==> config.mk <==
export PLATFORM = sky130hd
export DESIGN_NAME = uart_tx_core
export DESIGN_NICKNAME = d
export VERILOG_FILES = /design/src/rtl/uart_pkg.sv /design/src/rtl/uart_sync_fifo.sv /design/src/rtl/uart_tx_core.sv
export SDC_FILE = /design/constraint.sdc
export NUM_CORES = 1
export LEC_CHECK = 0
export ABC_AREA = 0
export CORE_ASPECT_RATIO = 0.8
export CORE_MARGIN = 2
export CORE_UTILIZATION = 45
export DETAILED_ROUTE_END_ITERATION = 8
export HOLD_SLACK_MARGIN = 0.12
export SLEW_MARGIN = 20
export SYNTH_ARGS = -nofsm -noshare
export SYNTH_HDL_FRONTEND = slang
export SYNTH_HIERARCHICAL = 1
export SYNTH_SLANG_ARGS = --single-unit
export TNS_END_PERCENT = 30
==> constraint.sdc <==
create_clock -name apb_clk_in -period 5.95 [get_ports apb_clk_in]
set_input_delay 1.19 -clock apb_clk_in [delete_from_list [all_inputs] [get_ports apb_clk_in]]
set_output_delay 1.19 -clock apb_clk_in [all_outputs]
set_load 0.05 [all_outputs]
==> src/rtl/uart_pkg.sv <==
// Shared types and constants for the UART transmitter: FSM states, data-length
// encodings, per-frame configuration snapshot and default parameter values.
package uart_pkg;

  localparam int unsigned DEF_FIFO_DEPTH = 16;
  localparam int unsigned DEF_DIV_WIDTH  = 16;

  localparam logic [1:0] DLEN_5 = 2'd0;
  localparam logic [1:0] DLEN_6 = 2'd1;
  localparam logic [1:0] DLEN_7 = 2'd2;
  localparam logic [1:0] DLEN_8 = 2'd3;

  typedef enum logic [2:0] {
    ST_IDLE   = 3'd0,
    ST_START  = 3'd1,
    ST_DATA   = 3'd2,
    ST_PARITY = 3'd3,
    ST_STOP   = 3'd4
  } tx_state_e;

  typedef struct packed {
    logic [1:0] data_bits;
    logic       par_en;
    logic       par_odd;
    logic       stop2;
  } tx_frame_cfg_t;

  // Mask selecting the data bits actually sent for a given length encoding.
  function automatic logic [7:0] data_mask(input logic [1:0] bits);
    logic [7:0] m;
    case (bits)
      DLEN_5:  m = 8'h1F;
      DLEN_6:  m = 8'h3F;
      DLEN_7:  m = 8'h7F;
      DLEN_8:  m = 8'hFF;
      default: m = 8'hFF;
    endcase
    return m;
  endfunction

  function automatic logic [2:0] last_data_idx(input logic [1:0] bits);
    return 3'(bits) + 3'd4;
  endfunction

endpackage

==> src/rtl/uart_sync_fifo.sv <==
// Single-clock FIFO with registered full/empty/level flags and a
// combinational read port showing the head entry.
module uart_sync_fifo #(
  parameter int unsigned WIDTH = 8,
  parameter int unsigned DEPTH = 16
) (
  input  logic                   clk,
  input  logic                   rst,
  input  logic                   push,
  input  logic [WIDTH-1:0]       wr_data,
  input  logic                   pop,
  output logic [WIDTH-1:0]       rd_data_c,
  output logic                   full,
  output logic                   empty,
  output logic [$clog2(DEPTH):0] level
);

  localparam int unsigned AW = $clog2(DEPTH);
  localparam int unsigned LW = AW + 1;

  logic [WIDTH-1:0] mem_q [DEPTH];
  logic [WIDTH-1:0] mem_d [DEPTH];
  logic [AW-1:0]    wr_ptr_q, wr_ptr_d, rd_ptr_q, rd_ptr_d;
  logic [LW-1:0]    level_q, level_d;
  logic             full_q, full_d, empty_q, empty_d;
  logic             push_ok, pop_ok;

  assign push_ok = push & ~full_q;
  assign pop_ok  = pop & ~empty_q;

  // Pointers wrap naturally because DEPTH is a power of two.
  always_comb begin
    mem_d    = mem_q;
    wr_ptr_d = wr_ptr_q;
    rd_ptr_d = rd_ptr_q;
    level_d  = level_q;
    if (push_ok) begin
      mem_d[wr_ptr_q] = wr_data;
      wr_ptr_d        = wr_ptr_q + AW'(1);
    end
    if (pop_ok) begin
      rd_ptr_d = rd_ptr_q + AW'(1);
    end
    case ({push_ok, pop_ok})
      2'b10:   level_d = level_q + LW'(1);
      2'b01:   level_d = level_q - LW'(1);
      default: level_d = level_q;
    endcase
    full_d  = (level_d == LW'(DEPTH));
    empty_d = (level_d == '0);
  end

  always_ff @(posedge clk) begin
    if (rst) begin
      wr_ptr_q <= '0;
      rd_ptr_q <= '0;
      level_q  <= '0;
      full_q   <= 1'b0;
      empty_q  <= 1'b1;
    end else begin
      wr_ptr_q <= wr_ptr_d;
      rd_ptr_q <= rd_ptr_d;
      level_q  <= level_d;
      full_q   <= full_d;
      empty_q  <= empty_d;
    end
  end

  always_ff @(posedge clk) begin
    mem_q <= mem_d;
  end

  assign rd_data_c = mem_q[rd_ptr_q];
  assign full      = full_q;
  assign empty     = empty_q;
  assign level     = level_q;

endmodule

==> src/rtl/uart_tx_core.sv <==
// UART transmitter: TX FIFO, CTS synchroniser, baud down-counter and frame FSM.
// Frame configuration and divisor are snapshotted when a frame starts.
module uart_tx_core #(
  parameter int unsigned FIFO_DEPTH = uart_pkg::DEF_FIFO_DEPTH,
  parameter int unsigned DIV_WIDTH  = uart_pkg::DEF_DIV_WIDTH
) (
  input  logic                          apb_clk_in,
  input  logic                          apb_rst_in,
  input  logic                          wr_valid_in,
  input  logic [7:0]                    wr_data_in,
  output logic                          wr_ready_out,
  input  logic                          cfg_tx_en_in,
  input  logic [1:0]                    cfg_data_bits_in,
  input  logic                          cfg_parity_en_in,
  input  logic                          cfg_parity_odd_in,
  input  logic                          cfg_stop2_in,
  input  logic                          cfg_cts_en_in,
  input  logic [DIV_WIDTH-1:0]          cfg_baud_div_in,
  input  logic                          uart_ctx_in,
  output logic                          uart_txd_out,
  output logic [$clog2(FIFO_DEPTH):0]   fifo_level_out,
  output logic                          tx_busy_out,
  output logic                          tx_empty_irq_out
);

  import uart_pkg::*;

  localparam int unsigned LVL_W = $clog2(FIFO_DEPTH) + 1;

  tx_state_e            state_q, state_d;
  logic                 txd_q, txd_d;
  logic                 busy_q, busy_d;
  logic                 irq_q, irq_d;
  logic [DIV_WIDTH-1:0] cnt_q, cnt_d, div_q, div_d;
  tx_frame_cfg_t        cfg_q, cfg_d;
  logic [7:0]           shift_q, shift_d;
  logic [2:0]           bit_idx_q, bit_idx_d;
  logic                 stop_idx_q, stop_idx_d;
  logic                 par_q, par_d;
  logic                 cts_meta_q, cts_meta_d, cts_sync_q, cts_sync_d;

  logic                 fifo_pop, fifo_full, fifo_empty;
  logic [7:0]           fifo_rd_data, new_data;
  logic [LVL_W-1:0]     fifo_level;
  logic                 can_start, bit_end, start_frame;

  uart_sync_fifo #(
    .WIDTH (8),
    .DEPTH (FIFO_DEPTH)
  ) u_fifo (
    .clk       (apb_clk_in),
    .rst       (apb_rst_in),
    .push      (wr_valid_in),
    .wr_data   (wr_data_in),
    .pop       (fifo_pop),
    .rd_data_c (fifo_rd_data),
    .full      (fifo_full),
    .empty     (fifo_empty),
    .level     (fifo_level)
  );

  assign can_start = ~fifo_empty & cfg_tx_en_in & (~cfg_cts_en_in | ~cts_sync_q);
  assign bit_end   = (cnt_q == '0);
  assign new_data  = fifo_rd_data & data_mask(cfg_data_bits_in);

  always_comb begin
    state_d     = state_q;
    txd_d       = txd_q;
    cnt_d       = cnt_q;
    div_d       = div_q;
    cfg_d       = cfg_q;
    shift_d     = shift_q;
    bit_idx_d   = bit_idx_q;
    stop_idx_d  = stop_idx_q;
    par_d       = par_q;
    irq_d       = 1'b0;
    fifo_pop    = 1'b0;
    start_frame = 1'b0;
    cts_meta_d  = uart_ctx_in;
    cts_sync_d  = cts_meta_q;

    if (state_q != ST_IDLE && !bit_end) begin
      cnt_d = cnt_q - DIV_WIDTH'(1);
    end

    case (state_q)
      ST_IDLE: begin
        txd_d       = 1'b1;
        start_frame = can_start;
      end
      ST_START: begin
        if (bit_end) begin
          state_d   = ST_DATA;
          txd_d     = shift_q[0];
          bit_idx_d = '0;
          cnt_d     = div_q;
        end
      end
      ST_DATA: begin
        if (bit_end) begin
          cnt_d = div_q;
          if (bit_idx_q == last_data_idx(cfg_q.data_bits)) begin
            if (cfg_q.par_en) begin
              state_d = ST_PARITY;
              txd_d   = par_q;
            end else begin
              state_d    = ST_STOP;
              txd_d      = 1'b1;
              stop_idx_d = 1'b0;
            end
          end else begin
            bit_idx_d = bit_idx_q + 3'd1;
            shift_d   = shift_q >> 1;
            txd_d     = shift_q[1];
          end
        end
      end
      ST_PARITY: begin
        if (bit_end) begin
          state_d    = ST_STOP;
          txd_d      = 1'b1;
          stop_idx_d = 1'b0;
          cnt_d      = div_q;
        end
      end
      ST_STOP: begin
        if (bit_end) begin
          if (cfg_q.stop2 && !stop_idx_q) begin
            stop_idx_d = 1'b1;
            cnt_d      = div_q;
          end else if (can_start) begin
            start_frame = 1'b1;
          end else begin
            state_d = ST_IDLE;
            txd_d   = 1'b1;
            irq_d   = fifo_empty;
          end
        end
      end
      default: begin
        state_d = ST_IDLE;
        txd_d   = 1'b1;
      end
    endcase

    // Frame start: pop the head byte and snapshot configuration for the whole frame.
    if (start_frame) begin
      fifo_pop        = 1'b1;
      state_d         = ST_START;
      txd_d           = 1'b0;
      cnt_d           = cfg_baud_div_in;
      div_d           = cfg_baud_div_in;
      cfg_d.data_bits = cfg_data_bits_in;
      cfg_d.par_en    = cfg_parity_en_in;
      cfg_d.par_odd   = cfg_parity_odd_in;
      cfg_d.stop2     = cfg_stop2_in;
      shift_d         = new_data;
      par_d           = (^new_data) ^ cfg_parity_odd_in;
    end

    busy_d = (state_d != ST_IDLE);
  end

  always_ff @(posedge apb_clk_in) begin
    if (apb_rst_in) begin
      state_q    <= ST_IDLE;
      txd_q      <= 1'b1;
      busy_q     <= 1'b0;
      irq_q      <= 1'b0;
      cnt_q      <= '0;
      div_q      <= '0;
      cfg_q      <= '0;
      shift_q    <= '0;
      bit_idx_q  <= '0;
      stop_idx_q <= 1'b0;
      par_q      <= 1'b0;
      cts_meta_q <= 1'b1;
      cts_sync_q <= 1'b1;
    end else begin
      state_q    <= state_d;
      txd_q      <= txd_d;
      busy_q     <= busy_d;
      irq_q      <= irq_d;
      cnt_q      <= cnt_d;
      div_q      <= div_d;
      cfg_q      <= cfg_d;
      shift_q    <= shift_d;
      bit_idx_q  <= bit_idx_d;
      stop_idx_q <= stop_idx_d;
      par_q      <= par_d;
      cts_meta_q <= cts_meta_d;
      cts_sync_q <= cts_sync_d;
    end
  end

  assign wr_ready_out     = ~fifo_full;
  assign uart_txd_out     = txd_q;
  assign fifo_level_out   = fifo_level;
  assign tx_busy_out      = busy_q;
  assign tx_empty_irq_out = irq_q;

endmodule

# == Word level (Yosys, flattened, before mapping) ==
# Cells that the tools add are included.
# classes
multipliers,0
magnitude_cmp,3
n_reduce_logical,22
mux,54
addsub,7
n_eq_ne,26
n_shift,0
div,0
bitwise,15
# ops
op,n
128-bit bitwise mux,1
16-bit two-way mux,5
8-bit two-way mux,7
3-bit two-way mux,12
8-bit binary-select mux with 4-bit select,1
8-bit demux with 4-bit select,1
16-bit case mux with 2 select lines,1
8-bit case mux with 4 select lines,1
1-bit two-way mux,19
"2-bit inequality test, second input constant",9
"3-bit inequality test, second input constant",6
16-bit logical NOT,1
"16-bit by 1-bit subtractor with 16-bit output, second input constant",1
3-bit case mux with 5 select lines,1
"5-bit >= comparator, second input constant",2
4-bit NOT with 5-bit output,2
5-bit case mux with 2 select lines,1
3-bit nonzero test,3
"4-bit by 1-bit adder with 4-bit output, second input constant",2
8-bit AND,1
8-bit XOR reduction,1
7-bit AND reduction,1
"2-bit equality test, second input constant",3
"3-bit by 2-bit equality test with 1-bit output, second input constant",2
other kinds (29),43
# word_totals
register_bits,200
mem_bits_rw,0
romBits,0
mem_count,0
latchBits,0
inputBits,35
wordCells,163

# == Longest topological paths before layout ==
# logic_depth
depth_word,12
ltp_mapped,19

# == Hierarchy ==
# The synthesis kept the hierarchy.
# by_module_without_submodules
module,seq_area_each_um2,cells_each,area_each_um2,n_inst
uart_sync_fifo,4144.0,297,5881.9,1
uart_tx_core,1141.1,357,2824.0,1

# == Worst setup path after synthesis ==
# No wires, ideal clock.
# synth_path
path_kind,input to register
from,input cfg_cts_en_in
to,register u_fifo.empty_q (netlist: u_fifo/empty)
path_slack_ps,1699
arrival_ps,4175
stages,16
setup_ps,76
cell_sequence,and2_0 -> nor4_1 -> a21oi_2 -> clkinv_1 -> buf_2 -> nor2b_1 -> clkbuf_1 -> ha_1 -> clkbuf_2 -> xor2_1 -> ha_1 -> o21a_1 -> o21ai_0 -> and4bb_2 -> nor3_1 -> a21boi_0
# synth_via
elab_chain_cells,12
word_cells_on_any_way,13
cone_classes,2 x eq/ne; 6 x mux; 4 x bitwise; 1 x reduce/logical
# synth_lines
item,line_no,rtl
"start, declared",uart_tx_core.sv:17,"input logic cfg_cts_en_in,"
1-bit NOT *,uart_tx_core.sv:62,assign can_start = ~fifo_empty & cfg_tx_en_in & (~cfg_cts_en_in | ~cts_sync_q);
1-bit OR *,uart_tx_core.sv:62,
1-bit AND *,uart_tx_core.sv:62,
1-bit two-way mux,uart_tx_core.sv:131,end else if (can_start) begin
1-bit two-way mux,uart_tx_core.sv:128,if (cfg_q.stop2 && !stop_idx_q) begin
1-bit two-way mux,uart_tx_core.sv:127,if (bit_end) begin
1-bit case mux with 2 select lines *,uart_tx_core.sv:86,case (state_q)
1-bit two-way mux *,uart_tx_core.sv:147,if (start_frame) begin
net fifo_pop,uart_tx_core.sv:42,"logic fifo_pop, fifo_full, fifo_empty;"
1-bit AND *,uart_sync_fifo.sv:29,assign pop_ok = pop & ~empty_q;
2-bit by 1-bit equality test with 1-bit output / 2-bit equality test (equally long branches),uart_sync_fifo.sv:44,"case ({push_ok, pop_ok})"
5-bit case mux with 2 select lines *,uart_sync_fifo.sv:44,
5-bit logical NOT *,uart_sync_fifo.sv:50,empty_d = (level_d == '0);
"end signal, assigned",uart_sync_fifo.sv:65,empty_q <= empty_d;
"end, declared",uart_sync_fifo.sv:25,"logic full_q, full_d, empty_q, empty_d;"
# Mark *: on every way through the listed nets, which the timed path passes. The rest lies on a longest branch.
# A chain may end at the register's enable or synchronous reset.

# == Worst setup path after layout ==
# layout_path
from,input cfg_cts_en_in
to,register u_fifo.empty_q (netlist: u_fifo/empty)
# layout_via
elab_chain_cells,12
word_cells_on_any_way,13
cone_classes,2 x eq/ne; 6 x mux; 4 x bitwise; 1 x reduce/logical
# layout_lines
item,line_no
1-bit NOT *,uart_tx_core.sv:62
1-bit OR *,uart_tx_core.sv:62
1-bit AND *,uart_tx_core.sv:62
1-bit two-way mux,uart_tx_core.sv:131
1-bit two-way mux,uart_tx_core.sv:128
1-bit two-way mux,uart_tx_core.sv:127
1-bit case mux with 2 select lines *,uart_tx_core.sv:86
1-bit two-way mux *,uart_tx_core.sv:147
1-bit AND *,uart_sync_fifo.sv:29
2-bit by 1-bit equality test with 1-bit output / 2-bit equality test (equally long branches),uart_sync_fifo.sv:44
5-bit case mux with 2 select lines *,uart_sync_fifo.sv:44
5-bit logical NOT *,uart_sync_fifo.sv:50
# Mark *: on every way between the ends. The rest lies on a longest branch, timed or not.

==> reports/results.ini <==
[status]
outcome=complete, no violations

[die]
die_h_um=128
initial_utilization=0.459
site_rows=45
core_area_um2=19000
pin_count=44
floorplan.die.width_um=160
dieArea_um2=20500

[route]
drt_wl_total_mm=17.9
antenna_left=0
drc=0
avgViaCountPerCell=5.60
detail_route.iter0.violations=496
drt_pass1_iterations=5
route.vias.total=5336
drt-wirelength-per-cell_um=18.8

[setup_path]
worstSetupPathType=primary input to flip-flop
timing.critical_path.required_ns=6.31
series_of_cell_instances_along_the_critical_path=clkdlybuf4s50_1, and2_0, nor4_1, a21oi_4, clkinv_1, nor2b_1, ha_1, xor2_1, ha_1, o21a_1, o21ai_0, and4bb_2, nor3_1, a21boi_0
cp_slowest_stage_delay_ns=0.47
cp_data_arrival_time_ns=5.07
timing.rr.start=cnt_q[11]
crit-reg2reg-capture=u_fifo/empty
cp.buffers_inverters=2
timing.critical_path.mode_cell=ha_1
setup.worst_path.end_class=flip-flop
r2r_cells=13
type_of_origin_of_the_critical_path=primary input
crit_path_top_delay_cell=nor2b_1
r2r_setup_slack_ns=1.45
cp_max_fo=9
critPathTopFamily=simple AND/OR/NAND/NOR gates

[sta]
setup-violations-final=0
fmaxAchievable_mhz=212
totalNegativeSetupSlack_ns=0
final.min_clock_period_ns=4.72
min_period_over_period=0.793
final.hold.worst_slack_ns=0.423
rsz0062_at_grt=no
worst-slew-pin-transition_ns=1.10
timing.max_slew.rel_slack=0.264
timing.final.hold_violations=0
drv_slew=0
fin_skew_ns=0.00841

[global_routing]
grt_start_max_net_pins=74
grtUsageTotal=0.181
grt_overflow_total=0
number_of_antenna_violations_at_the_first_check_in_global_routing=0
grt_pass1_vias=5224
grt_first_pass_wirelength_mm=28.4

[power_and_ir_drop]
power.leakage_uw=0.00321
maximum_vdd_drop_mv=0.189
power.density_cell_area_nw_per_um2=377

[clock_network]
cts_root_buf=clkbuf_16
clkLatencyLatePin_ns=0.43
postCtsHoldBufs=0
cts_inserted_buffers=17
cts_htree_levels=4
clock_sinks=200
cts_resized=0
tritoncts=yes
clk_pin_slew_ns=0.07
clock_tree.buffer_depth=2
postCtsSetupBuffers=0

[logic_synthesis]
yosys.area.top_type_share=0.442
synth_seq_area_share=0.607
ys_warn_count=6
yosysUniqueCellTypes=65
yosys_most_used_dff=edfxtp_1
yosys.cell_count.top_type=edfxtp_1
syn-num-nets=700
synth.avg_cell_area_um2=13.3
synthArstFlopShare=0
gate_count_of_the_mapped_netlist=654
netlist_area_um2=8710
synth_largest_area_cell=edfxtp_1
number_of_enable_flip_flop_cells_after_synthesis=128
yosys-top-cells-area=edfxtp_1 (44%), dfxtp_1 (17%), mux4_1 (9.1%), nand2_1 (3.2%), a21oi_1 (2.8%)
yosys_register_bits=200
yosys-top-cells-count=edfxtp_1 (128), nand2_1 (75), dfxtp_1 (72), nor2_1 (55), a21oi_1 (49)

[flow_run]
max_cap_violation_count=0

[final_layout]
finalNetCount=730
layoutNonFillerInstCount=953
antennaDiodeCount=0
flow.area_growth_from_synthesis_pct=13.5
layout.core_utilization=0.521
drive_above_1_share=0.0906
post-route-cell-area_um2=9880

[worst_hold_path]
class_of_the_most_critical_hold_timing_path=flip-flop to flip-flop
hold_path_end=cts_sync_q
whs_path_depth=1
min_from=cts_meta_q

[place]
post-dp-hpwl_mm=11.6
port-buffer-count=43
dp_cells=923
gp_routability_congestion=0.811
postPlaceCellArea_um2=9320

-- cells by family (layout without fill, tap and decap cells) --
logic type | after synthesis | count (layout) | share of synthesized area
simple gates | 211 | 211 | 0.118
flops | 200 | 200 | 0.607
compound gates | 102 | 102 | 0.0752
buf+inv | 52 | 93 | 0.0286
mux | 45 | 45 | 0.122
xor+xnor | 33 | 33 | 0.0332
fa+ha+maj | 11 | 11 | 0.0158
-- through the flow --
| stage | power (uW) | setup slack, ns |
|---|---|---|
| 6_report | 3720 | 1.23 |
| 3_3_place_gp | 2630 | 1.24 |
| 2_1_floorplan | 2410 | 1.70 |
| 4_1_cts | 3740 | 1.37 |
| 5_1_grt | 3910 | 0.938 |
| 3_5_place_dp | 2650 | 0.929 |
-- layer usage --
| metal | wire [um] | part of all wire | track usage | vias up |
|---|---|---|---|---|
| met5 | 0 | 0 | 0 | - |
| met4 | 141 | 0.0079 | 0.0481 | 0 |
| met3 | 981 | 0.055 | 0.0432 | 11 |
| met2 | 8340 | 0.47 | 0.292 | 145 |
| met1 | 8420 | 0.47 | 0.251 | 2639 |
| li1 | - | - | - | 2541 |
-- power by group --
part	leakage (uW)	internal, uW	switching (uW)
clock	0.000269	553	542
sequential	0.00174	1580	117
combinational	0.00120	369	555
-- cell usage in the layout, fill, tap and decap left out, types with 14 or more instances in the layout --
master,n
xor2_1,16
edfxtp_1,128
a211oi_1,14
nand2_1,75
a21oi_1,49
dfxtp_1,70
nor2_1,55
clkdlybuf4s50_1,42
clkbuf_16,17
nor3_1,17
xnor2_1,17
mux4_1,30
-- how the worst max path moves through the flow --
stage	start	end	slack [ns]	cells past startpoint
2_1_floorplan	cfg_cts_en_in	u_fifo/empty	1.70	16
3_3_place_gp	cfg_cts_en_in	u_fifo/empty	1.24	14
3_5_place_dp	cfg_cts_en_in	u_fifo/empty	0.93	14
4_1_cts	cfg_cts_en_in	u_fifo/empty	1.37	14
5_1_grt	cfg_cts_en_in	u_fifo/empty	0.94	14
6_report	cfg_cts_en_in	u_fifo/empty	1.23	14
-- registers in the layout (all words and copies together) (netlist names) --
name / count
stop_idx_q: 1
cfg_q: 4
uart_txd_out: 1
u_fifo/mem_q: 128
cnt_q: 16
u_fifo/empty: 1
par_q: 1
state_q: 3
div_q: 16
cts_sync_q: 1
shift_q: 8
u_fifo/wr_ptr_q: 4
tx_empty_irq_out: 1
u_fifo/rd_ptr_q: 4
cts_meta_q: 1
u_fifo/level: 5
u_fifo/full: 1
tx_busy_out: 1
bit_idx_q: 3
-- final cells by class --
type                            instances  area [um2]
Clock buffer                           17         425
Sequential cell                       200        5290
Fill cell                            1626        9100
Multi-Input combinational cell        402        3180
Tap cell                              258         323
Clock inverter                         13         131
Timing Repair Buffer                   51         485
Inverter                               12        45.0
No activity file was read; power rests on OpenSTA's default activity.
